===== src/rtl/rect_draw_engine_if.sv =====
// ---------------------------------------------------------------------------
// rect_draw_engine_if
// Pixel write channel between the rectangle draw engine and layer memory.
//   wr_valid  engine -> memory  a pixel write is being presented
//   wr_ready  memory -> engine  the presented write is accepted this cycle
//   wr_x      engine -> memory  write column
//   wr_y      engine -> memory  write row
//   wr_color  engine -> memory  RGB colour {r,g,b}
//   wr_layer  engine -> memory  target layer mask {l3,l2,l1}
// ---------------------------------------------------------------------------
interface rect_draw_engine_if;
  logic       wr_valid;
  logic       wr_ready;
  logic [9:0] wr_x;
  logic [9:0] wr_y;
  logic [2:0] wr_color;
  logic [2:0] wr_layer;

  modport master (
    output wr_valid, wr_x, wr_y, wr_color, wr_layer,
    input  wr_ready
  );

  modport slave (
    input  wr_valid, wr_x, wr_y, wr_color, wr_layer,
    output wr_ready
  );
endinterface


===== src/rtl/rect_draw_engine.sv =====
// ---------------------------------------------------------------------------
// rect_draw_engine
// Records two rectangle corners from a cursor and draws the rectangle outline
// as a stream of single-pixel writes.
//   clk_100MHz      sole clock, rising edge
//   reset           synchronous, active-low
//   cursor_x/y      current cursor position
//   record_rect_pt  rising edge stores corner A, falling edge stores corner B
//   draw_rectangle  rising edge starts drawing (needs both corners)
//   color, layer_en sampled when drawing starts
//   wr              pixel write channel (master side)
//   busy            high while drawing
//   done            one-cycle pulse after the last pixel is accepted
//   rect_state_led  current state code
// Pixel order: top row, bottom row, left column, right column; degenerate
// rectangles skip rows/columns that would repeat a pixel.
// ---------------------------------------------------------------------------
module rect_draw_engine #(
  parameter int H_RES = 640,
  parameter int V_RES = 480
) (
  input  logic                clk_100MHz,
  input  logic                reset,
  input  logic [9:0]          cursor_x,
  input  logic [9:0]          cursor_y,
  input  logic                record_rect_pt,
  input  logic                draw_rectangle,
  input  logic [2:0]          color,
  input  logic [2:0]          layer_en,
  rect_draw_engine_if.master  wr,
  output logic                busy,
  output logic                done,
  output logic [1:0]          rect_state_led
);

  localparam logic [9:0] X_MAX = 10'(H_RES - 1);
  localparam logic [9:0] Y_MAX = 10'(V_RES - 1);

  typedef enum logic [1:0] {
    IDLE    = 2'b00,
    HAVE_A  = 2'b01,
    HAVE_AB = 2'b10,
    DRAW    = 2'b11
  } state_t;

  typedef enum logic [1:0] {
    SEG_TOP,
    SEG_BOT,
    SEG_LEFT,
    SEG_RIGHT
  } seg_t;

  state_t     state, state_n;
  seg_t       seg, seg_n;
  logic [9:0] ax, ay, bx, by, ax_n, ay_n, bx_n, by_n;
  logic [9:0] x0, x1, y0, y1, x0_n, x1_n, y0_n, y1_n;
  logic [9:0] cur_x, cur_y, cur_x_n, cur_y_n;
  logic [2:0] col_r, lay_r, col_n, lay_n;
  logic       rec_q, draw_q;
  logic       done_r, done_n;
  logic       last;

  wire rec_rise  = record_rect_pt & ~rec_q;
  wire rec_fall  = ~record_rect_pt & rec_q;
  wire draw_rise = draw_rectangle & ~draw_q;
  wire hs        = wr.wr_valid & wr.wr_ready;

  function automatic logic [9:0] clamp(input logic [9:0] v, input logic [9:0] lim);
    return (v > lim) ? lim : v;
  endfunction

  always_comb begin
    // NOTE: every comb output gets a default first so no path can infer a latch.
    state_n = state;
    seg_n   = seg;
    ax_n    = ax;
    ay_n    = ay;
    bx_n    = bx;
    by_n    = by;
    x0_n    = x0;
    x1_n    = x1;
    y0_n    = y0;
    y1_n    = y1;
    cur_x_n = cur_x;
    cur_y_n = cur_y;
    col_n   = col_r;
    lay_n   = lay_r;
    done_n  = 1'b0;
    last    = 1'b0;

    unique case (state)
      IDLE: begin
        if (rec_rise) begin
          ax_n    = clamp(cursor_x, X_MAX);
          ay_n    = clamp(cursor_y, Y_MAX);
          state_n = HAVE_A;
        end
      end

      HAVE_A: begin
        if (rec_fall) begin
          bx_n    = clamp(cursor_x, X_MAX);
          by_n    = clamp(cursor_y, Y_MAX);
          state_n = HAVE_AB;
        end
      end

      HAVE_AB: begin
        if (rec_rise) begin
          // Re-recording starts a fresh rectangle; the old B is dropped.
          ax_n    = clamp(cursor_x, X_MAX);
          ay_n    = clamp(cursor_y, Y_MAX);
          bx_n    = '0;
          by_n    = '0;
          state_n = HAVE_A;
        end else if (draw_rise && layer_en != 3'b000) begin
          x0_n    = (ax < bx) ? ax : bx;
          x1_n    = (ax < bx) ? bx : ax;
          y0_n    = (ay < by) ? ay : by;
          y1_n    = (ay < by) ? by : ay;
          cur_x_n = (ax < bx) ? ax : bx;
          cur_y_n = (ay < by) ? ay : by;
          seg_n   = SEG_TOP;
          col_n   = color;
          lay_n   = layer_en;
          state_n = DRAW;
        end
      end

      DRAW: begin
        if (hs) begin
          unique case (seg)
            SEG_TOP: begin
              if (cur_x != x1) begin
                cur_x_n = cur_x + 10'd1;
              end else if (y0 != y1) begin
                seg_n   = SEG_BOT;
                cur_x_n = x0;
                cur_y_n = y1;
              end else begin
                last = 1'b1;
              end
            end
            SEG_BOT: begin
              // Columns exist only when there is a row strictly between y0 and y1.
              if (cur_x != x1) begin
                cur_x_n = cur_x + 10'd1;
              end else if ((y1 - y0) >= 10'd2) begin
                seg_n   = SEG_LEFT;
                cur_x_n = x0;
                cur_y_n = y0 + 10'd1;
              end else begin
                last = 1'b1;
              end
            end
            SEG_LEFT: begin
              if (cur_y != y1 - 10'd1) begin
                cur_y_n = cur_y + 10'd1;
              end else if (x0 != x1) begin
                seg_n   = SEG_RIGHT;
                cur_x_n = x1;
                cur_y_n = y0 + 10'd1;
              end else begin
                last = 1'b1;
              end
            end
            SEG_RIGHT: begin
              if (cur_y != y1 - 10'd1) begin
                cur_y_n = cur_y + 10'd1;
              end else begin
                last = 1'b1;
              end
            end
            default: last = 1'b1;
          endcase
          if (last) begin
            state_n = IDLE;
            done_n  = 1'b1;
          end
        end
      end

      default: state_n = IDLE;
    endcase
  end

  always_ff @(posedge clk_100MHz) begin
    // NOTE: sequential state uses non-blocking assignments so every register
    // samples the pre-edge values, independent of statement order.
    if (!reset) begin
      state  <= IDLE;
      seg    <= SEG_TOP;
      ax     <= '0;
      ay     <= '0;
      bx     <= '0;
      by     <= '0;
      x0     <= '0;
      x1     <= '0;
      y0     <= '0;
      y1     <= '0;
      cur_x  <= '0;
      cur_y  <= '0;
      col_r  <= '0;
      lay_r  <= '0;
      done_r <= 1'b0;
      // Cleared so a switch already high at reset release reads as a rising edge.
      rec_q  <= 1'b0;
      draw_q <= 1'b0;
    end else begin
      state  <= state_n;
      seg    <= seg_n;
      ax     <= ax_n;
      ay     <= ay_n;
      bx     <= bx_n;
      by     <= by_n;
      x0     <= x0_n;
      x1     <= x1_n;
      y0     <= y0_n;
      y1     <= y1_n;
      cur_x  <= cur_x_n;
      cur_y  <= cur_y_n;
      col_r  <= col_n;
      lay_r  <= lay_n;
      done_r <= done_n;
      rec_q  <= record_rect_pt;
      draw_q <= draw_rectangle;
    end
  end

  assign wr.wr_valid    = (state == DRAW);
  assign wr.wr_x        = cur_x;
  assign wr.wr_y        = cur_y;
  assign wr.wr_color    = col_r;
  assign wr.wr_layer    = lay_r;
  assign busy           = (state == DRAW);
  assign done           = done_r;
  assign rect_state_led = state;

endmodule

===== src/flat_wrapper.sv =====
// flat-port wrapper written by rule: the top's interface ports become plain ports
module rect_draw_engine_flat 
#(
  parameter int H_RES = 640,
  parameter int V_RES = 480
)
  (clk_100MHz, reset, cursor_x, cursor_y, record_rect_pt, draw_rectangle, color, layer_en, busy, done, rect_state_led, wr_wr_valid, wr_wr_x, wr_wr_y, wr_wr_color, wr_wr_layer, wr_wr_ready);
  rect_draw_engine_if wr_i ();
  input  logic clk_100MHz;
  input  logic reset;
  input  logic [9:0] cursor_x;
  input  logic [9:0] cursor_y;
  input  logic record_rect_pt;
  input  logic draw_rectangle;
  input  logic [2:0] color;
  input  logic [2:0] layer_en;
  output logic busy;
  output logic done;
  output logic [1:0] rect_state_led;
  output wire logic [$bits(wr_i.wr_valid)-1:0] wr_wr_valid;
  output wire logic [$bits(wr_i.wr_x)-1:0] wr_wr_x;
  output wire logic [$bits(wr_i.wr_y)-1:0] wr_wr_y;
  output wire logic [$bits(wr_i.wr_color)-1:0] wr_wr_color;
  output wire logic [$bits(wr_i.wr_layer)-1:0] wr_wr_layer;
  input wire logic [$bits(wr_i.wr_ready)-1:0] wr_wr_ready;
  assign wr_wr_valid = wr_i.wr_valid;
  assign wr_wr_x = wr_i.wr_x;
  assign wr_wr_y = wr_i.wr_y;
  assign wr_wr_color = wr_i.wr_color;
  assign wr_wr_layer = wr_i.wr_layer;
  assign wr_i.wr_ready = wr_wr_ready;
  rect_draw_engine #(.H_RES(H_RES), .V_RES(V_RES)) u_core (.clk_100MHz(clk_100MHz), .reset(reset), .cursor_x(cursor_x), .cursor_y(cursor_y), .record_rect_pt(record_rect_pt), .draw_rectangle(draw_rectangle), .color(color), .layer_en(layer_en), .wr(wr_i), .busy(busy), .done(done), .rect_state_led(rect_state_led));
endmodule

===== config.mk =====
export PLATFORM = sky130hd
export DESIGN_NAME = rect_draw_engine_flat
export DESIGN_NICKNAME = d
export VERILOG_FILES = /design/src/rtl/rect_draw_engine_if.sv /design/src/rtl/rect_draw_engine.sv /design/src/flat_wrapper.sv
export SDC_FILE = /design/constraint.sdc
export NUM_CORES = 1
export LEC_CHECK = 0
export ABC_AREA = 1
export ABC_CLOCK_PERIOD_IN_PS = 4350
export CAP_MARGIN = 10
export CORE_ASPECT_RATIO = 0.75
export CORE_MARGIN = 4
export CORE_UTILIZATION = 50
export CTS_BUF_LIST = sky130_fd_sc_hd__clkbuf_8
export CTS_CLUSTER_DIAMETER = 40
export DETAILED_ROUTE_END_ITERATION = 10
export GPL_TIMING_DRIVEN = 0
export MAX_ROUTING_LAYER = met4
export PLACE_DENSITY = 0.7
export SYNTH_ARGS = -nofsm -noshare
export SYNTH_HDL_FRONTEND = slang
export SYNTH_SLANG_ARGS = --single-unit

===== constraint.sdc =====
create_clock -name clk_100MHz -period 4.35 [get_ports clk_100MHz]
set_clock_uncertainty 0.05 [all_clocks]
set_input_delay 0.87 -clock clk_100MHz [delete_from_list [all_inputs] [get_ports clk_100MHz]]
set_output_delay 0.87 -clock clk_100MHz [all_outputs]
set_load 0.01 [all_outputs]

==> results.md <==
Timing:
- Dividing the final minimum period by the clock period gives between 70 and 80%.
- The worst slack on hold paths is 0.4523 ns.
- The maximum achievable frequency is 0.3179 GHz.
- Adding up every negative setup slack in the final design gives 0 ns.
- The count of final max-slew check failures is 0.
- The final critical-path required period is 3.146 ns.
- Setup violations remaining at the end of the flow were counted as 0.
- The hold violation total from the final report is 0.
- The worst-case headroom to the max-slew limit is 50.80%.
- Setup repair after global routing left no endpoint under its margin.
- For the pin with the worst max-slew slack, the measured transition is 0.7303 ns.

Synthesis:
- After Yosys synthesis, XOR and XNOR cells account for 4.944% of the synthesized area.
- The complex-gate fraction of the synthesized area is 18.56%.
- After synthesis, the mean cell area works out to 6.390 sq um.
- The most frequently used flop master after synthesis is sky130_fd_sc_hd__dfxtp_1.
- The number of enable flip-flop cells after synthesis is 0.
- The post-synthesis share of cell area spent on and, or, nand and nor gates is 28.55%.
- After synthesis, the largest family of logic cells by area is simple AND/OR/NAND/NOR gates.
- The count of synthesis-stage warnings from yosys is 0.
- The number of different library cells used by synthesis comes to 42.
- The synthesized netlist net count is 1263.
- The fraction of synthesis flops using an asynchronous set or reset pin is 0%.
- The number of register bits inferred by synthesis is ~110.
- The adder-cell area share of the yosys netlist is 6.669%.
- The part of the Yosys area used for sequential elements is 29.70%.
- The portion of synthesized area spent on multiplexers is 0%.
- Synthesis produced 1192 cells.
- The synthesized cell area is 7617 sq um.

Detailed routing:
- In the final routed layout, each cell accounts on average for 15.16 um.
- The number of iterations in the first detailed-routing pass is 6.
- For this run, design rule violations remaining after detail routing come to 0.
- The total number of vias is approximately 7900.
- Using the TritonRoute via totals, the vias-per-cell ratio works out to 5.299.
- Summed over all layers, the routed wires come to 22510 um.
- The final antenna-violating net count is 0.
- The DRC violation total after the first TritonRoute iteration is 893.

Worst hold path:
- The worst hold path belongs to the class reg -> reg.

Power and ir drop:
- The largest vdd supply drop is between 300 and 400 uV.
- The overall power consumption is 0.004672 W.
- Summed over all cells, the static leakage comes to 3.927 nW.
- For this design the ratio of total power to cell area is 524.4 nW/um^2.

Cells and area:
- The footprint of the multi-input gates is between 4000 and 5000 sq um.
- The area overhead of the layout relative to synthesis is 16.97%.
- The count of cells in the finished layout, fillers not included, comes to 1485.
- The post-route cell area is 8910 sq um.
- The count of antenna diodes in the layout is 0.
- The share of post-route cells with drive strength above 1 is 5.214%.
- The most common library cell in the layout ignoring fill and taps is sky130_fd_sc_hd__nand2_1.
- Counting the fill cells in the layout gives roughly 1400.
- The post-layout net count is 1343.
- The library cells used most frequently in the layout, excluding fill and tap cells, are 265 x sky130_fd_sc_hd__nand2_1, 163 x sky130_fd_sc_hd__inv_1, 122 x sky130_fd_sc_hd__a21oi_1, 113 x sky130_fd_sc_hd__dfxtp_1, 104 x sky130_fd_sc_hd__o21ai_0.
- Across the whole layout, storage elements account for between 2000 and 2500 sq um.

Clocking:
- The clock reaches the later pin of the worst-skew pair after 0.47 ns.
- The clock tree from TritonCTS is yes.
- Post-CTS timing repair inserted 0 buffers for setup.
- For this design, the sink count on the clock tree is 113.
- Clock tree synthesis inserted a total of 17 buffers.
- The root cell of the clock tree is sky130_fd_sc_hd__clkbuf_8.
- In this run, post-CTS repair resized a total of 0 instances.
- In this run the number of H-tree levels came out at 4.
- After clock tree synthesis, the clock-pin slew on the worst setup and hold paths is 0.08 ns.
- The longest clock path from root to sink contains 2 buffers.
- The number of hold buffers added after CTS was 0.

Floorplan:
- Row generation in the floorplan step produced 38 rows.
- The count of boundary I/O pins is 62.
- The die covers between 15000 and 20000 sq um.
- The starting density of the core is 51.85%.
- From left edge to right edge, the die measures 150.5 um.
- The floorplan step defined a core boundary enclosing 14690 sq um.
- The die extent in y is 114.9 um.

Place:
- Routability-driven placement finished with a final weighted congestion of 0.9738.
- Port buffering added 61 buffers.
- Detailed placement ended at an HPWL of 17720 um.
- The placed instances occupy a cell area of 8478 sq um.
- In this run, placement finished with an instance count of roughly 1500.

Global routing:
- In the global route stage, overall resource usage came out at 27.74%.
- The aggregate global routing overflow is 0.
- The met3 capacity usage during global routing is 6.028%.
- The maximum number of pins on one net before global-route repair is 17.
- The global routing's busiest layer is met1.
- The wire length of the first global-routing pass is 36650 um.
- The via count of the first global-routing pass is roughly 7100.
- The number of antenna violations at the first check in global routing is 0.
- Global routing used 37.44% of the available met2 tracks.
- The met1 track utilization from global routing is between 40% and 50%.

Worst setup path:
- The worst register-to-register path begins at u_core.y1[0].
- The critical path goes through inv_1 -> ha_1 -> inv_1 -> fa_1 -> or2_2 -> a21oi_1 -> nand3_1 -> nor2_1 -> nand4_1 -> nand2_1 -> nand3_1 -> clkbuf_1 -> nand3_1 -> a21oi_1.
- In this run the worst path has a maximum fanout of 10.
- The critical path capture point type is a flop.
- The critical path crosses 14 cells after its start point.
- The worst register-to-register path has a depth of 14.
- In this design, the largest share of critical-path delay is due to simple AND/OR/NAND/NOR gates.
- The type of origin of the critical path is a flop.
- Data on the critical path arrives at its endpoint at 3.41 ns.
- The largest single stage delay on the critical path is 0.44 ns.
- The worst register-to-register path ends at u_core.wr.wr_x[1].
- The slack of the worst reg-to-reg path is 1.20 ns.
- The launch point of the critical path is u_core.y1[0].
- By instance count, the cell type seen most on the critical path is sky130_fd_sc_hd__nand3_1.
- By startpoint and endpoint, the worst setup path is classified as reg -> reg.
- The number of buffers and inverters on the critical path is 3.
- The slowest stage of the critical path is the sky130_fd_sc_hd__dfxtp_1 cell.
- The data required time at the worst endpoint is 4.61 ns.
- The capturing element of the worst setup path is u_core.wr.wr_x[1].

Outcome:
- The flow ran to the end, and the final reports show no timing, DRC or antenna violations.

Run:
- Across the run, the number of max-cap violations was 0.
==> worst min path at each step <==
stage | slack, ns | end | depth (start not counted) | start
after global placement | 0.43 | u_core.by[9] | 2 | u_core.by[9]
final | 0.45 | u_core.by[9] | 2 | u_core.by[9]
after CTS | 0.45 | u_core.by[9] | 2 | u_core.by[9]
after floorplan | 0.41 | u_core.ay[9] | 2 | u_core.ay[9]
after global routing | 0.47 | u_core.ax[7] | 2 | u_core.ax[7]
after detailed placement | 0.44 | u_core.by[9] | 2 | u_core.by[9]
==> cell type report <==
type                    count  area share [%]
multi-input cells         851           50.20
flip-flops and latches    113           25.39
inverters                 174           7.330
repair buffers             61           6.853
clock buffers              20           3.089
well taps                 200           2.809
plain buffers              54           2.570
clock inverters            12           1.755
==> cell usage after synthesis, types with 2 or more instances <==
cell                       number  area share [%]
sky130_fd_sc_hd__nand2_1      265              13
sky130_fd_sc_hd__inv_1        162             8.0
sky130_fd_sc_hd__a21oi_1      122             8.0
sky130_fd_sc_hd__dfxtp_1      113              30
sky130_fd_sc_hd__o21ai_0      104             6.8
sky130_fd_sc_hd__nor2_1       102             5.0
sky130_fd_sc_hd__nand3_1       77             5.1
sky130_fd_sc_hd__clkbuf_1      41             2.0
sky130_fd_sc_hd__ha_1          39             6.4
sky130_fd_sc_hd__nor3_1        27             1.8
sky130_fd_sc_hd__xor2_1        25             2.9
sky130_fd_sc_hd__xnor2_1       18             2.1
sky130_fd_sc_hd__a211oi_1      17             1.7
sky130_fd_sc_hd__nand4_1        8            0.66
sky130_fd_sc_hd__inv_2          7            0.35
sky130_fd_sc_hd__buf_2          6            0.39
sky130_fd_sc_hd__clkinv_1       5            0.25
sky130_fd_sc_hd__nand3_2        5            0.66
sky130_fd_sc_hd__nor4_1         5            0.41
sky130_fd_sc_hd__o211ai_1       5            0.49
sky130_fd_sc_hd__buf_1          4            0.20
sky130_fd_sc_hd__a21oi_2        3            0.35
sky130_fd_sc_hd__nor2_2         3            0.25
sky130_fd_sc_hd__nor2_4         3            0.44
sky130_fd_sc_hd__a21boi_0       2            0.20
sky130_fd_sc_hd__a31oi_1        2            0.16
sky130_fd_sc_hd__buf_6          2            0.30
sky130_fd_sc_hd__nand3b_1       2            0.20
sky130_fd_sc_hd__o21bai_1       2            0.20
sky130_fd_sc_hd__o31ai_1        2            0.20
sky130_fd_sc_hd__or2_1          2            0.16
sky130_fd_sc_hd__or2_2          2            0.16
==> power by group <==
part	leakage [nW]	internal (W)	switching, W
sequential	0.919	0.00121	0.000209
combinational	2.79	0.000720	0.00144
clock	0.213	0.000614	0.000478
==> metrics by stage <==
| step | utilization [%] | setup slack [ns] |
|---|---|---|
| floorplan | - | 1.842 |
| global placement | 57.71 | 1.192 |
| detailed placement | 57.71 | 1.211 |
| CTS | 60.65 | 1.276 |
| global route | 60.65 | 1.014 |
| finish | 60.65 | 1.204 |
==> cell families after synthesis <==
group / Yosys count
buffers and inverters: 228
and+or+nand+nor: 506
xor gates and xnor gates: 43
DFF: 113
AOI/OAI and AO/OA: 262
adders and majority gates: 40
==> per-layer routing <==
| layer | up-vias | routed length (um) | share of wire, % |
|---|---|---|---|
| met5 | - | 0 | 0 |
| met4 | 0 | 435 | 1.9 |
| met3 | 39 | 1785 | 7.9 |
| met2 | 284 | 8831 | 39 |
| met1 | 3519 | 11450 | 51 |
| li1 | 4027 | - | - |
==> state kept, by name (all words and copies together) (netlist names), 2 cells and up <==
signal                 flops
u_core.x1                 10
u_core.by                 10
u_core.wr.wr_layer         3
u_core.wr.wr_color         3
u_core.ay                 10
u_core.wr.wr_y            10
u_core.ax                 10
u_core.bx                 10
u_core.rect_state_led      2
u_core.y1                 10
u_core.y0                 10
u_core.x0                 10
u_core.seg                 2
u_core.wr.wr_x            10
==> tightest hold or removal path, cell delays in order (launching register included) <==
cell and delay, ns:
sky130_fd_sc_hd__dfxtp_1 0.34, sky130_fd_sc_hd__nand3_1 0.09, sky130_fd_sc_hd__inv_1 0.04
No activity file was read; power rests on OpenSTA's default activity.
